**src/rtl/uart_bus_pkg.sv**
```systemverilog
`default_nettype none
// ============================================================================
//  uart_bus_pkg
//  Command/response byte codes and parser states shared by uart_bus_master.
//  Revision: 1.0
// ============================================================================
package uart_bus_pkg;

    localparam logic [7:0] CMD_WR     = 8'h57;
    localparam logic [7:0] CMD_RD     = 8'h52;
    localparam logic [7:0] RSP_ACK    = 8'h4B;
    localparam logic [7:0] RSP_BADCMD = 8'h3F;
    localparam logic [7:0] RSP_ALIGN  = 8'h21;

    typedef enum logic [2:0] {
        ST_IDLE = 3'd0,
        ST_ADDR = 3'd1,
        ST_DATA = 3'd2,
        ST_BUS  = 3'd3,
        ST_SEND = 3'd4
    } state_e;

    // Single-byte responses ride in the top byte of the tx shift register.
    function automatic logic [31:0] rsp_word(input logic [7:0] b);
        return {b, 24'h00_0000};
    endfunction

endpackage
`default_nettype wire

```
**src/rtl/uart_bus_master_if.sv**
```systemverilog
`default_nettype none
// ============================================================================
//  uart_bus_master_if
//  UART byte streams plus the peripheral bus driven by uart_bus_master.
//  Revision: 1.0
// ============================================================================
interface uart_bus_master_if;

    logic        rx_valid;
    logic [7:0]  rx_byte;
    logic        tx_valid;
    logic [7:0]  tx_byte;
    logic        tx_ready;
    logic        rd;
    logic        wr;
    logic [31:0] addr;
    logic [31:0] wdata;
    logic [31:0] rdata;
    logic        busy;
    logic        overrun;

    modport master (
        input  rx_valid, rx_byte, tx_ready, rdata,
        output tx_valid, tx_byte, rd, wr, addr, wdata, busy, overrun
    );

    modport slave (
        output rx_valid, rx_byte, tx_ready, rdata,
        input  tx_valid, tx_byte, rd, wr, addr, wdata, busy, overrun
    );

endinterface
`default_nettype wire

```
**src/rtl/uart_bus_txq.sv**
```systemverilog
`default_nettype none
// ============================================================================
//  uart_bus_txq
//  Loads a 1- or 4-byte response and hands it out MSB first over valid/ready.
//  Revision: 1.0
// ============================================================================
module uart_bus_txq (
    input  logic        clk,
    input  logic        reset,
    input  logic        load_i,
    input  logic        four_i,
    input  logic [31:0] data_i,
    input  logic        tx_ready_i,
    output logic        tx_valid_o,
    output logic [7:0]  tx_byte_o,
    output logic        done_o
);

    logic [31:0] sh_q, sh_d;
    logic [2:0]  cnt_q, cnt_d;
    logic        valid_q, valid_d;
    logic        xfer;

    assign xfer = valid_q & tx_ready_i;

    always_comb begin
        sh_d    = sh_q;
        cnt_d   = cnt_q;
        valid_d = valid_q;
        if (load_i) begin
            sh_d    = data_i;
            cnt_d   = four_i ? 3'd4 : 3'd1;
            valid_d = 1'b1;
        end else if (xfer) begin
            sh_d    = {sh_q[23:0], 8'h00};
            cnt_d   = cnt_q - 3'd1;
            valid_d = (cnt_q != 3'd1);
        end
    end

    always_ff @(posedge clk or negedge reset) begin
        if (!reset) begin
            sh_q    <= '0;
            cnt_q   <= '0;
            valid_q <= 1'b0;
        end else begin
            sh_q    <= sh_d;
            cnt_q   <= cnt_d;
            valid_q <= valid_d;
        end
    end

    assign tx_valid_o = valid_q;
    assign tx_byte_o  = sh_q[31:24];
    assign done_o     = xfer & (cnt_q == 3'd1);

endmodule
`default_nettype wire

```
**src/rtl/uart_bus_master.sv**
```systemverilog
`default_nettype none
// ============================================================================
//  uart_bus_master
//  Parses 'W'/'R' command bytes from the UART and issues single bus accesses.
//  Revision: 1.0
// ============================================================================
module uart_bus_master
    import uart_bus_pkg::*;
#(
    parameter int TIMEOUT = 1_000_000,
    parameter int TOW     = 20
) (
    input  logic               clk,
    input  logic               reset,
    uart_bus_master_if.master  bus
);

    localparam logic [2:0]     S_IDLE  = ST_IDLE;
    localparam logic [2:0]     S_ADDR  = ST_ADDR;
    localparam logic [2:0]     S_DATA  = ST_DATA;
    localparam logic [2:0]     S_BUS   = ST_BUS;
    localparam logic [2:0]     S_SEND  = ST_SEND;
    localparam logic [TOW-1:0] TO_LAST = TOW'(TIMEOUT - 1);

    logic [2:0]     state_q, state_d;
    logic           op_q, op_d;          // 1 = write
    logic [1:0]     cnt_q, cnt_d;
    logic [31:0]    addr_q, addr_d;
    logic [31:0]    wdata_q, wdata_d;
    logic [TOW-1:0] to_q, to_d;
    logic           rd_q, rd_d;
    logic           wr_q, wr_d;
    logic           ovr_q, ovr_d;
    logic           busy_q;

    logic           ld, ld4, txq_done;
    logic [31:0]    ldata;
    logic           txq_valid;
    logic [7:0]     txq_byte;

    always_comb begin
        state_d = state_q;
        op_d    = op_q;
        cnt_d   = cnt_q;
        addr_d  = addr_q;
        wdata_d = wdata_q;
        to_d    = '0;
        ovr_d   = ovr_q;
        rd_d    = 1'b0;
        wr_d    = 1'b0;
        ld      = 1'b0;
        ld4     = 1'b0;
        ldata   = '0;

        case (state_q)
            S_IDLE: begin
                cnt_d = 2'd0;
                if (bus.rx_valid) begin
                    if (bus.rx_byte == CMD_WR) begin
                        op_d    = 1'b1;
                        state_d = S_ADDR;
                    end else if (bus.rx_byte == CMD_RD) begin
                        op_d    = 1'b0;
                        state_d = S_ADDR;
                    end else begin
                        ld      = 1'b1;
                        ldata   = rsp_word(RSP_BADCMD);
                        state_d = S_SEND;
                    end
                end
            end
            S_ADDR: begin
                // A byte arriving on the timeout cycle takes precedence.
                if (bus.rx_valid) begin
                    addr_d = {addr_q[23:0], bus.rx_byte};
                    cnt_d  = cnt_q + 2'd1;
                    if (cnt_q == 2'd3) begin
                        if (bus.rx_byte[1:0] != 2'b00) begin
                            ld      = 1'b1;
                            ldata   = rsp_word(RSP_ALIGN);
                            state_d = S_SEND;
                        end else if (op_q) begin
                            state_d = S_DATA;
                        end else begin
                            rd_d    = 1'b1;
                            state_d = S_BUS;
                        end
                    end
                end else if (to_q == TO_LAST) begin
                    cnt_d   = 2'd0;
                    state_d = S_IDLE;
                end else begin
                    to_d = to_q + TOW'(1);
                end
            end
            S_DATA: begin
                if (bus.rx_valid) begin
                    wdata_d = {wdata_q[23:0], bus.rx_byte};
                    cnt_d   = cnt_q + 2'd1;
                    if (cnt_q == 2'd3) begin
                        wr_d    = 1'b1;
                        state_d = S_BUS;
                    end
                end else if (to_q == TO_LAST) begin
                    cnt_d   = 2'd0;
                    state_d = S_IDLE;
                end else begin
                    to_d = to_q + TOW'(1);
                end
            end
            S_BUS: begin
                ld = 1'b1;
                if (op_q) begin
                    ldata = rsp_word(RSP_ACK);
                end else begin
                    ldata = bus.rdata;
                    ld4   = 1'b1;
                end
                state_d = S_SEND;
            end
            S_SEND: begin
                if (txq_done) begin
                    state_d = S_IDLE;
                end
            end
            default: state_d = S_IDLE;
        endcase

        if (bus.rx_valid && (state_q == S_BUS || state_q == S_SEND)) begin
            ovr_d = 1'b1;
        end
    end

    always_ff @(posedge clk or negedge reset) begin
        if (!reset) begin
            state_q <= S_IDLE;
            op_q    <= 1'b0;
            cnt_q   <= '0;
            addr_q  <= '0;
            wdata_q <= '0;
            to_q    <= '0;
            rd_q    <= 1'b0;
            wr_q    <= 1'b0;
            ovr_q   <= 1'b0;
            busy_q  <= 1'b0;
        end else begin
            state_q <= state_d;
            op_q    <= op_d;
            cnt_q   <= cnt_d;
            addr_q  <= addr_d;
            wdata_q <= wdata_d;
            to_q    <= to_d;
            rd_q    <= rd_d;
            wr_q    <= wr_d;
            ovr_q   <= ovr_d;
            busy_q  <= (state_d != S_IDLE);
        end
    end

    uart_bus_txq u_txq (
        .clk        (clk),
        .reset      (reset),
        .load_i     (ld),
        .four_i     (ld4),
        .data_i     (ldata),
        .tx_ready_i (bus.tx_ready),
        .tx_valid_o (txq_valid),
        .tx_byte_o  (txq_byte),
        .done_o     (txq_done)
    );

    assign bus.tx_valid = txq_valid;
    assign bus.tx_byte  = txq_byte;
    assign bus.rd       = rd_q;
    assign bus.wr       = wr_q;
    assign bus.addr     = addr_q;
    assign bus.wdata    = wdata_q;
    assign bus.busy     = busy_q;
    assign bus.overrun  = ovr_q;

endmodule
`default_nettype wire
```
**src/flat_wrapper.sv**
```systemverilog
// flat-port wrapper written by rule: the top's interface ports become plain ports
module uart_bus_master_flat import uart_bus_pkg::*;
#(
    parameter int TIMEOUT = 1_000_000,
    parameter int TOW     = 20
)
  (clk, reset, bus_rx_valid, bus_rx_byte, bus_tx_ready, bus_rdata, bus_tx_valid, bus_tx_byte, bus_rd, bus_wr, bus_addr, bus_wdata, bus_busy, bus_overrun);
  uart_bus_master_if bus_i ();
  input  logic clk;
  input  logic reset;
  input wire logic [$bits(bus_i.rx_valid)-1:0] bus_rx_valid;
  input wire logic [$bits(bus_i.rx_byte)-1:0] bus_rx_byte;
  input wire logic [$bits(bus_i.tx_ready)-1:0] bus_tx_ready;
  input wire logic [$bits(bus_i.rdata)-1:0] bus_rdata;
  output wire logic [$bits(bus_i.tx_valid)-1:0] bus_tx_valid;
  output wire logic [$bits(bus_i.tx_byte)-1:0] bus_tx_byte;
  output wire logic [$bits(bus_i.rd)-1:0] bus_rd;
  output wire logic [$bits(bus_i.wr)-1:0] bus_wr;
  output wire logic [$bits(bus_i.addr)-1:0] bus_addr;
  output wire logic [$bits(bus_i.wdata)-1:0] bus_wdata;
  output wire logic [$bits(bus_i.busy)-1:0] bus_busy;
  output wire logic [$bits(bus_i.overrun)-1:0] bus_overrun;
  assign bus_i.rx_valid = bus_rx_valid;
  assign bus_i.rx_byte = bus_rx_byte;
  assign bus_i.tx_ready = bus_tx_ready;
  assign bus_i.rdata = bus_rdata;
  assign bus_tx_valid = bus_i.tx_valid;
  assign bus_tx_byte = bus_i.tx_byte;
  assign bus_rd = bus_i.rd;
  assign bus_wr = bus_i.wr;
  assign bus_addr = bus_i.addr;
  assign bus_wdata = bus_i.wdata;
  assign bus_busy = bus_i.busy;
  assign bus_overrun = bus_i.overrun;
  uart_bus_master #(.TIMEOUT(TIMEOUT), .TOW(TOW)) u_core (.clk(clk), .reset(reset), .bus(bus_i));
endmodule
```
**config.mk**
```make
export PLATFORM = sky130hd
export DESIGN_NAME = uart_bus_master_flat
export DESIGN_NICKNAME = d
export VERILOG_FILES = /design/src/rtl/uart_bus_pkg.sv /design/src/rtl/uart_bus_master_if.sv /design/src/rtl/uart_bus_txq.sv /design/src/rtl/uart_bus_master.sv /design/src/flat_wrapper.sv
export SDC_FILE = /design/constraint.sdc
export NUM_CORES = 1
export LEC_CHECK = 0
export BUFFER_PORTS_ARGS = -buffer_cell sky130_fd_sc_hd__buf_2
export CAP_MARGIN = 5
export CELL_PAD_IN_SITES_DETAIL_PLACEMENT = 0
export CELL_PAD_IN_SITES_GLOBAL_PLACEMENT = 1
export CORE_MARGIN = 10
export CORE_UTILIZATION = 43
export DETAILED_ROUTE_END_ITERATION = 7
export GPL_ROUTABILITY_DRIVEN = 1
export GPL_TIMING_DRIVEN = 0
export HOLD_SLACK_MARGIN = 0.06
export PLACE_DENSITY = 0.82
export SLEW_MARGIN = 20
export SYNTH_ARGS = -nofsm -noshare
export SYNTH_HDL_FRONTEND = slang
export SYNTH_SLANG_ARGS = --single-unit
```
**constraint.sdc**
```tcl
create_clock -name clk -period 5.6 [get_ports clk]
set_clock_uncertainty 0.2 [all_clocks]
set_input_delay 0.84 -clock clk [delete_from_list [all_inputs] [get_ports clk]]
set_output_delay 0.84 -clock clk [all_outputs]
set_load 0.01 [all_outputs]
```
==> results of run 1 <==
## path summary, 6_finish.rpt
kind / startpoint / endpoint / cells after the start
setup / recovery: bus_rx_byte[7] / u_core.u_txq.sh_q[23] / 6
hold / removal: reset / u_core.u_txq.sh_q[6] / 1
setup reg to reg: u_core.cnt_q[0] / u_core.u_txq.sh_q[31] / 6
hold reg to reg: u_core.bus.overrun / u_core.bus.overrun / 1
max in group asynchronous: reset / u_core.bus.addr[12] / 2
min in group clk: u_core.bus.overrun / u_core.bus.overrun / 1
## cells in the final DEF (no fill, tap or decap), types with 5 or more instances in the layout
| cell | n |
|---|---|
| o21a_1 | 21 |
| buf_4 | 14 |
| o21ai_0 | 38 |
| nand3_1 | 9 |
| buf_2 | 132 |
| nand2_1 | 34 |
| a22o_1 | 9 |
| inv_1 | 9 |
| nor3_1 | 9 |
| a2bb2oi_1 | 19 |
| a21oi_1 | 13 |
| xor2_1 | 6 |
| xnor2_1 | 9 |
| clkbuf_16 | 17 |
| clkbuf_1 | 10 |
| mux2_2 | 65 |
| nor2_1 | 25 |
| nor4_1 | 5 |
| nand4_1 | 5 |
| dfrtp_1 | 130 |
## power by group through the flow
stage,registers [mW],logic (mW),clock network (mW)
after floorplan,1.13,0.380,0
after detailed placement,1.15,0.543,0
after CTS,1.13,0.549,1.12
after global placement,1.14,0.532,0
final,1.13,0.543,1.10
after global routing,1.15,0.606,1.17
## sequential cells by signal, summed over array words and instances, names as in the netlist
signal                   flops
u_core.bus.addr             32
u_core.bus.busy              1
u_core.bus.overrun           1
u_core.bus.rd                1
u_core.bus.wdata            32
u_core.bus.wr                1
u_core.cnt_q                 2
u_core.op_q                  1
u_core.state_q               3
u_core.to_q                 20
u_core.u_txq.cnt_q           3
u_core.u_txq.sh_q           32
u_core.u_txq.tx_valid_o      1
## per-layer routing
metal  vias to the layer above  global-route usage, %  routed length [um]  share of wire [%]
met5                         -                      0                   0                  0
met4                         0                   5.55                 190                1.3
met3                        17                   4.59                 639                4.2
met2                        83                   26.2                7580                 50
met1                      2254                   19.5                6720                 44
li1                       2127                      -                   -                  -
## cell type report
class	instances	share of cell area (%)
clock buffer	24	6.58
sequential	130	43.5
multi-input combinational	333	33.4
clock inverter	8	1.34
tap	180	3.01
buffer	39	3.21
timing repair buffer	120	8.47
inverter	9	0.452
## per-stage QoR
| stage | instances | setup WS [ps] | power (mW) | utilization (%) | hold slack (ps) |
|---|---|---|---|---|---|
| global route | 843 | 3200 | 2.92 | 54.1 | 157 |
| floorplan | 511 | 3260 | 1.51 | - | 271 |
| CTS | 843 | 3330 | 2.80 | 54.1 | 150 |
| finish | 843 | 3340 | 2.78 | 54.1 | 130 |
| global placement | 810 | 1800 | 1.67 | 49.5 | 247 |
| detailed placement | 811 | 2940 | 1.69 | 49.8 | 247 |
## cell families (layout without fill, tap and decap cells)
kind of cell	count (synthesis)	after routing
flops	130	130
simple gates	125	125
compound gates	123	123
mux	66	66
buf+inv	48	200
xor+xnor	15	15
fa+ha+maj	4	4
==> summary by stage, run 1 <==
Pwr
Of the total power, registers draw 40.7%. The power density of the placed cells is 371 nW/um^2. Combinational logic is responsible for 19.5% of the overall power. VDD sags by at most 0.206 mV.

The leakage dissipation is 3.61 nW. Of the total power, the share spent switching nets is 26.7%. The share of power burned in the clock network is 39.7%. In this run the power spent charging and discharging nets is 0.742 mW. The internal power of the cells totals 2.04 mW.

Global routing
The wire length of the first global-routing pass is 25300 um. The total routing usage reported by global routing is 15.9%. The number of global-route vias before repair is 4800. Global routing finished with a remaining overflow of 0.

The largest net degree at the start of global routing is 74. The initial antenna violation count is 0.

Clock network
Clock-pin slew was measured on the worst setup and hold paths at 60 ps. The clock root buffer master is clkbuf_16. Post-CTS timing repair inserted 0 buffers for setup. TritonCTS created 17 clock buffers. The clock tree synthesis step divided the H-tree into 4 levels. The number of gates resized after cts is 0. For the worst-skew pair, the clock arrives at the later sink with an insertion delay of 420 ps. In this run, post-CTS hold repair placed 0 buffers. The total clock sinks is 130. The worst-case clock buffer depth is 2. TritonCTS built the clock tree.

Worst setup path
The largest fanout on the critical path is 10. The cell family contributing the most delay on the critical path is simple AND/OR/NAND/NOR gates. The element type at the critical path start is a primary input.

The critical setup path kind is in2reg. Counting both buffers and inverters, the worst setup path holds a total of 2. Walking the worst path, the cells encountered are buf_2 > and4bb_2 > and4b_1 > clkbuf_1 > o21ai_0 > a2bb2oi_1. The required time of the worst setup path is 5740 ps. In this run the register-to-register setup slack is 3350 ps. The arrival time of data at the critical path endpoint is 2400 ps. The slowest stage of the critical path is the and4b_1 cell. On the worst path, the slowest cell contributes a delay of 390 ps. The element type at the critical path end is a register.

Synth
Among all flip-flop cells after synthesis, the most frequent one is dfrtp_1. Yosys mapped a number of flops with a built-in enable equal to 0. After synthesis, the largest family of logic cells by area is compound AO/OA/AOI/OAI gates.

The share of synthesized area in the top cell type comes to 54.0%. The post-synthesis cell count is 511. The synthesis-stage register bit count is 130. The fraction of the mapped netlist area in compound gates is 14.6%. Yosys instantiated no cell more often than dfrtp_1. The arithmetic-cell share of the synthesized area counting full adders, half adders and majority gates is 0.830%. Of the post-synthesis cell area, the part taken by muxes is 12.3%.

In this run the cell area of the synthesized design comes to 6030 sq um. The cell taking the most area after synthesis is dfrtp_1. After synthesis, flip-flops and latches occupy 54.0% of the total area. The area fraction in and, or, nand and nor cells after synthesis is 11.6%.

After synthesis, the cell types taking the most area are dfrtp_1, mux2_2, o21ai_0. Synthesis produced a netlist with a net count of 559. Synthesis instantiated 63 different standard cells from the library. A synthesized cell averages 11.8 sq um. Ranked by instance count, the synthesized netlist is headed by dfrtp_1, mux2_2, o21ai_0. The total of warnings raised by yosys is 0.

Counting flops with an async set or reset pin after synthesis yields a share of 100%. The synthesized netlist devotes 2.18% of its cell area to XOR and XNOR gates.

STA
The worst path uses 40.3% of the clock period. The setup TNS is 0 ps. The count of pins over their slew limit is 0. The actual slew at the worst max-slew pin is 593 ps. The final count of hold timing violations is 0.

The post-route minimum period is 2260 ps. Derived from the worst setup path, the maximum achievable clock frequency is 443 MHz. Setup repair after global routing left no endpoint under its margin. The setup-violating endpoint count in the final report is 0. In this run the tightest slew margin relative to its limit is 60.2%.

Finish
Relative to the synthesized area, the layout overhead comes to 24.1%. Summing all flip-flop and latch instances after layout gives 3250 sq um. Once layout is done, the placed cells without fillers occupy 7480 sq um. The fraction of layout cells with a size suffix above 1 is 40.1%. The final layout contains 698 nets.

The number of inserted filler cells in the final layout is 1191. The count of antenna diodes in the layout is 0. In the final layout, the multi-input gates occupy 2500 sq um.

Placed design
The weighted congestion at the end of routability-driven global placement is 0.823. The HPWL after detailed placement is 11100 um. Buffers placed on the I/O ports in this run total 119. The placed instances occupy a cell area of 6890 sq um.

Drt
The final layout contains routed wiring with a total length of 15100 um. Before antenna repair, the detailed router went through 4 iterations. The residual DRC count is 0. The routed layout has 4481 vias. Using the TritonRoute via totals, the vias-per-cell ratio works out to 5.32. The number of routed nets with antenna violations is 0. In the final routed layout, each cell accounts on average for 17.9 um. The violation count after the first detailed-route iteration is 186.

Floorplanning
The floorplan step set the die height to 138 um. The initialized floorplan defines 43 standard-cell rows. The number of primary I/O pins is 121. The core region area is 13800 sq um. The starting utilization of the core area is 43.6%. The floorplan step set the die width to 138 um.

The floorplan step defined a die boundary enclosing 19200 sq um.

Hold path
The worst hold path belongs to the class in2async.

Outcome
The run finished with clean final reports.

Flow run
Max-cap violations in this run came to 0.
Note: power is estimated with default switching activity, not from simulation.
==> run 2: changes to the inputs <==
ABC_AREA = 1   (was not set)
CORE_UTILIZATION = 36   (was 43)
PLACE_DENSITY = 0.78   (was 0.82)
clock period = 1.8 ns   (was 5.6 ns; I/O delays follow)
==> run 2 against run 1 <==
The run now ends with negative setup slack left. Routed wire length up 17%. Global-route usage barely moved. Hold slack got worse by 59 ps. Clock power rose to 3.2 times the previous value. Critical path type is now reg2reg.
==> summary by stage, run 2 <==
STA
The worst relative slew slack was 68.2% (+8.0 points). The period utilization is 103%. The worst setup margin is -55.8 ps (-3400 ps).

For the finished layout, the period the worst path requires is 1860 ps. The setup-violating endpoint count in the final report is 9 (+9). The actual slew at the worst max-slew pin was 474 ps (-120 ps). The count of pins over their slew limit was 0 (unchanged).

Setup repair after global routing could not meet its margin everywhere. For this run, the top clock speed supported by timing is 539 MHz. The final count of hold timing violations is 0 (unchanged).

Synth
The post-synthesis cell count is 744 (+46%). Ranked by instance count, the synthesized netlist is headed by nand2_1, dfrtp_1, inv_1. The total of warnings raised by yosys is 0 (unchanged). Among all flip-flop cells after synthesis, the most frequent one is dfrtp_1. The area fraction of the dominant cell type after synthesis came to 54.5% (+0.49 points).

The per-instance average area after synthesis came to 8.03 sq um (-32%). The number of synthesized flops with an enable pin came to 0 (unchanged). The total standard cell area after synthesis was 5970 sq um (-0.89%).

The post-synthesis net count is 792 (+42%). The largest total area in the synthesized netlist belongs to dfrtp_1. The fraction of registers with async set/reset is 100% (unchanged). The sequential fraction of the synthesis area was 54.5% (+0.49 points). The number of different library cells in the post-synthesis netlist is 28 (-56%). In the post-synthesis netlist, the biggest area contributors are dfrtp_1, nand2_1, o21ai_0. The synthesis-stage register bit count is 130 (unchanged). nand2_1 is the most common cell in the netlist.

Pwr
The leakage dissipation is 4.37 nW (+21%). The power density of the placed cells is 1100 nW/um^2 (+200%). The highest ir drop seen on vdd is 0.646 mV (+210%).

Outcome
The final reports fail on negative setup slack. The flow ran to the end, but the final reports show violations.

Global routing
The initial antenna violation count is 1 (+1). The number of global-route vias before repair came to 5563 (+16%). The wire length of the first global-routing pass was 28400 um (+12%). The total routing usage reported by global routing is 15.9% (-0.025 points). The largest net degree at the start of global routing was 73 (-1.4%). The total overflow reported by the global router is 0 (unchanged).

Hold path
The worst hold path belongs to the class in2reg.

Finish
The fraction of layout cells with a size suffix above 1 is 28.7% (-11 points). The cell area after layout is 8430 sq um (+13%). The count of antenna diodes in the layout is 0 (unchanged). Compared with the post-synthesis result, the final layout area differs by 41.2%. In the layout the commonest cells are nand2_1, dfrtp_1, buf_2, inv_1, o21ai_0. The number of nets in the finished design was 994 (+42%).

The area of the multi-input gates is 2480 sq um (-0.65%). The number of inserted filler cells in the final layout was 1579 (+33%). The sequential standard cell area is 3260 sq um (about the same). The library cell used most frequently in the layout, excluding fill and tap cells, is nand2_1.

Drt
The uppermost layer routed is met5. The met3 wirelength from detailed routing was 915 um (+43%). The post-detailed-route via-to-cell ratio is 4.69 (-12%). The violation count after the first detailed-route iteration is 281 (+51%). The iteration count of the initial detailed-routing pass was 5 (+1). The number of routed nets with antenna violations came to 0 (unchanged). The routed wire length is 17700 um (+17%). The met1 wire length is 8070 um (+20%). The routed length on met2 came to 8370 um (+11%). The via count is 5531 (+23%).

The post-detailed-route wirelength per cell is 15.0 um (-16%). The residual DRC count came to 0 (unchanged).

Flow run
The max-capacitance violation count came to 0 (unchanged).

Floorplanning
The die width is 149 um (+7.5%). The site row count is 47 (+9.3%). The core region area came to 16400 sq um (+19%). The area enclosed by the die boundary is 22100 sq um (+16%).

The number of primary I/O pins was 121 (unchanged). The die outline height is 149 um (+7.5%). The starting utilization of the core area is 36.4% (-7.2 points).

Worst setup path
The longest individual stage delay on the worst path is 390 ps (about the same). The largest fanout on the critical path is 6 (-4). By startpoint and endpoint, the worst setup path is classified as reg2reg. The worst setup path is launched from a register. Among the stages of the critical path, the cell type that occurs most often is nand2_2. The cell type of the slowest stage on the worst timing path is dfrtp_1. STA classifies the critical path endpoint as a register. The required time of the worst setup path came to 1910 ps (-3830 ps). The arrival time of data at the critical path endpoint was 1960 ps (-440 ps).

The signal on the critical path passes through ha_2 > nand2_2 > nor2_4 > a21oi_4 > nand3_4 > buf_8 > clkbuf_16 > nand2_2 > nand2_1.

Clock network
The register clock-pin slew on the reported worst setup and hold paths came to 60 ps (about the same). The worst-case clock buffer depth is 2 (unchanged). The clock root buffer master is clkbuf_16.

The insertion delay of the later-clocked pin in the worst-skew pair is 420 ps (about the same). The deepest level of the CTS H-tree is 4 (unchanged). The total clock sinks is 130 (unchanged).

The CTS tree is done. The number of buffers inserted during clock tree synthesis came to 17 (unchanged).

Placed design
The number of input and output port buffers inserted was 120 (+0.84%). The instance area at placement came to 6890 sq um (about the same). The pre-CTS worst setup slack is -288 ps (-3230 ps). The weighted congestion at the end of routability-driven global placement is 0.804 (-2.2%). The placed wire-length estimate is 11900 um (+7.6%).
## run 2: cell types whose count changed after synthesis, sizes merged, moves of 12 or more
cell | before | now
a2bb2oi | 19 | 0
buf | 30 | 18
inv | 9 | 78
mux2 | 65 | 0
nand2 | 34 | 272
nand3 | 9 | 51
nand4 | 7 | 19
nor2 | 26 | 54
o21a | 21 | 0
o21ai | 38 | 62
## run 2: final timing paths
kind,start,endpoint,slack [ps],depth (start not counted)
min in group asynchronous,reset,u_core.bus.addr[24],170,2
max in group asynchronous,reset,u_core.u_txq.sh_q[16],520,3
worst min-delay path,bus_rx_byte[3],u_core.op_q,70,4
worst min register to register,u_core.to_q[0],u_core.to_q[0],260,1
worst max register to register,u_core.cnt_q[0],u_core.u_txq.sh_q[16],-60,9
worst max-delay path,u_core.cnt_q[0],u_core.u_txq.sh_q[16],-60,9
## run 2: per-stage QoR
stage / hold slack, ps / util (%) / std cells / power (mW) / TNS (ps)
floorplan: -226 / - / 744 / 4.70 / 0
global placement: 238 / 41.8 / 1084 / 5.34 / -227490
detailed placement: 35.5 / 42.0 / 1085 / 5.37 / -19590
CTS: 60.3 / 49.7 / 1173 / 9.16 / 0
global route: 92.2 / 51.4 / 1179 / 9.84 / -1990
finish: 70.6 / 51.4 / 1179 / 9.30 / -201
## run 2: kinds of logic after synthesis
family | count (synthesis) | share of synthesized area, %
and+or+nand+nor | 420 | 29.5
adders and majority gates | 4 | 0.838
buffers and inverters | 113 | 8.13
AOI/OAI and AO/OA | 71 | 6.18
DFF | 130 | 54.5
xor gates and xnor gates | 6 | 0.880
## run 2: critical path, delay by kind of cell, from the launching register on
family | cells | cell delay, ps
flip-flops | 1 | 390
AND/OR/NAND/NOR | 5 | 380
buffers and inverters | 2 | 320
AO/OA/AOI/OAI | 1 | 260
adder cells (fa/ha/maj) | 1 | 180
## run 2: layout make-up
type	count	share of cell area, %
Buffer	35	3.03
Clock buffer	20	5.42
Clock inverter	12	1.84
Inverter	78	3.53
Multi-Input combinational cell	502	29.5
Sequential cell	130	38.6
Tap cell	220	3.26
Timing Repair Buffer	182	14.9
## run 2: routing by layer
metal,global-route usage [%],vias up
li1,-,2760
met1,20.2,2605
met2,25.6,140
met3,4.37,24
met4,5.54,2
met5,0,-
## run 2: power by group
part	internal, mW	switching (mW)	total [mW]
sequential	3.33	0.281	3.61
clock	2.25	1.31	3.56
combinational	0.976	1.15	2.13
total	6.55	2.74	9.30
## run 2: repair_timing
item,4_1_cts,5_1_grt
pin swaps,10,19
resized for setup,41,98
endpoints found under the hold margin,182,0
buffers inserted,10,4
cloned,2,3
hold buffers,44,0
endpoints found under the setup margin,121,121
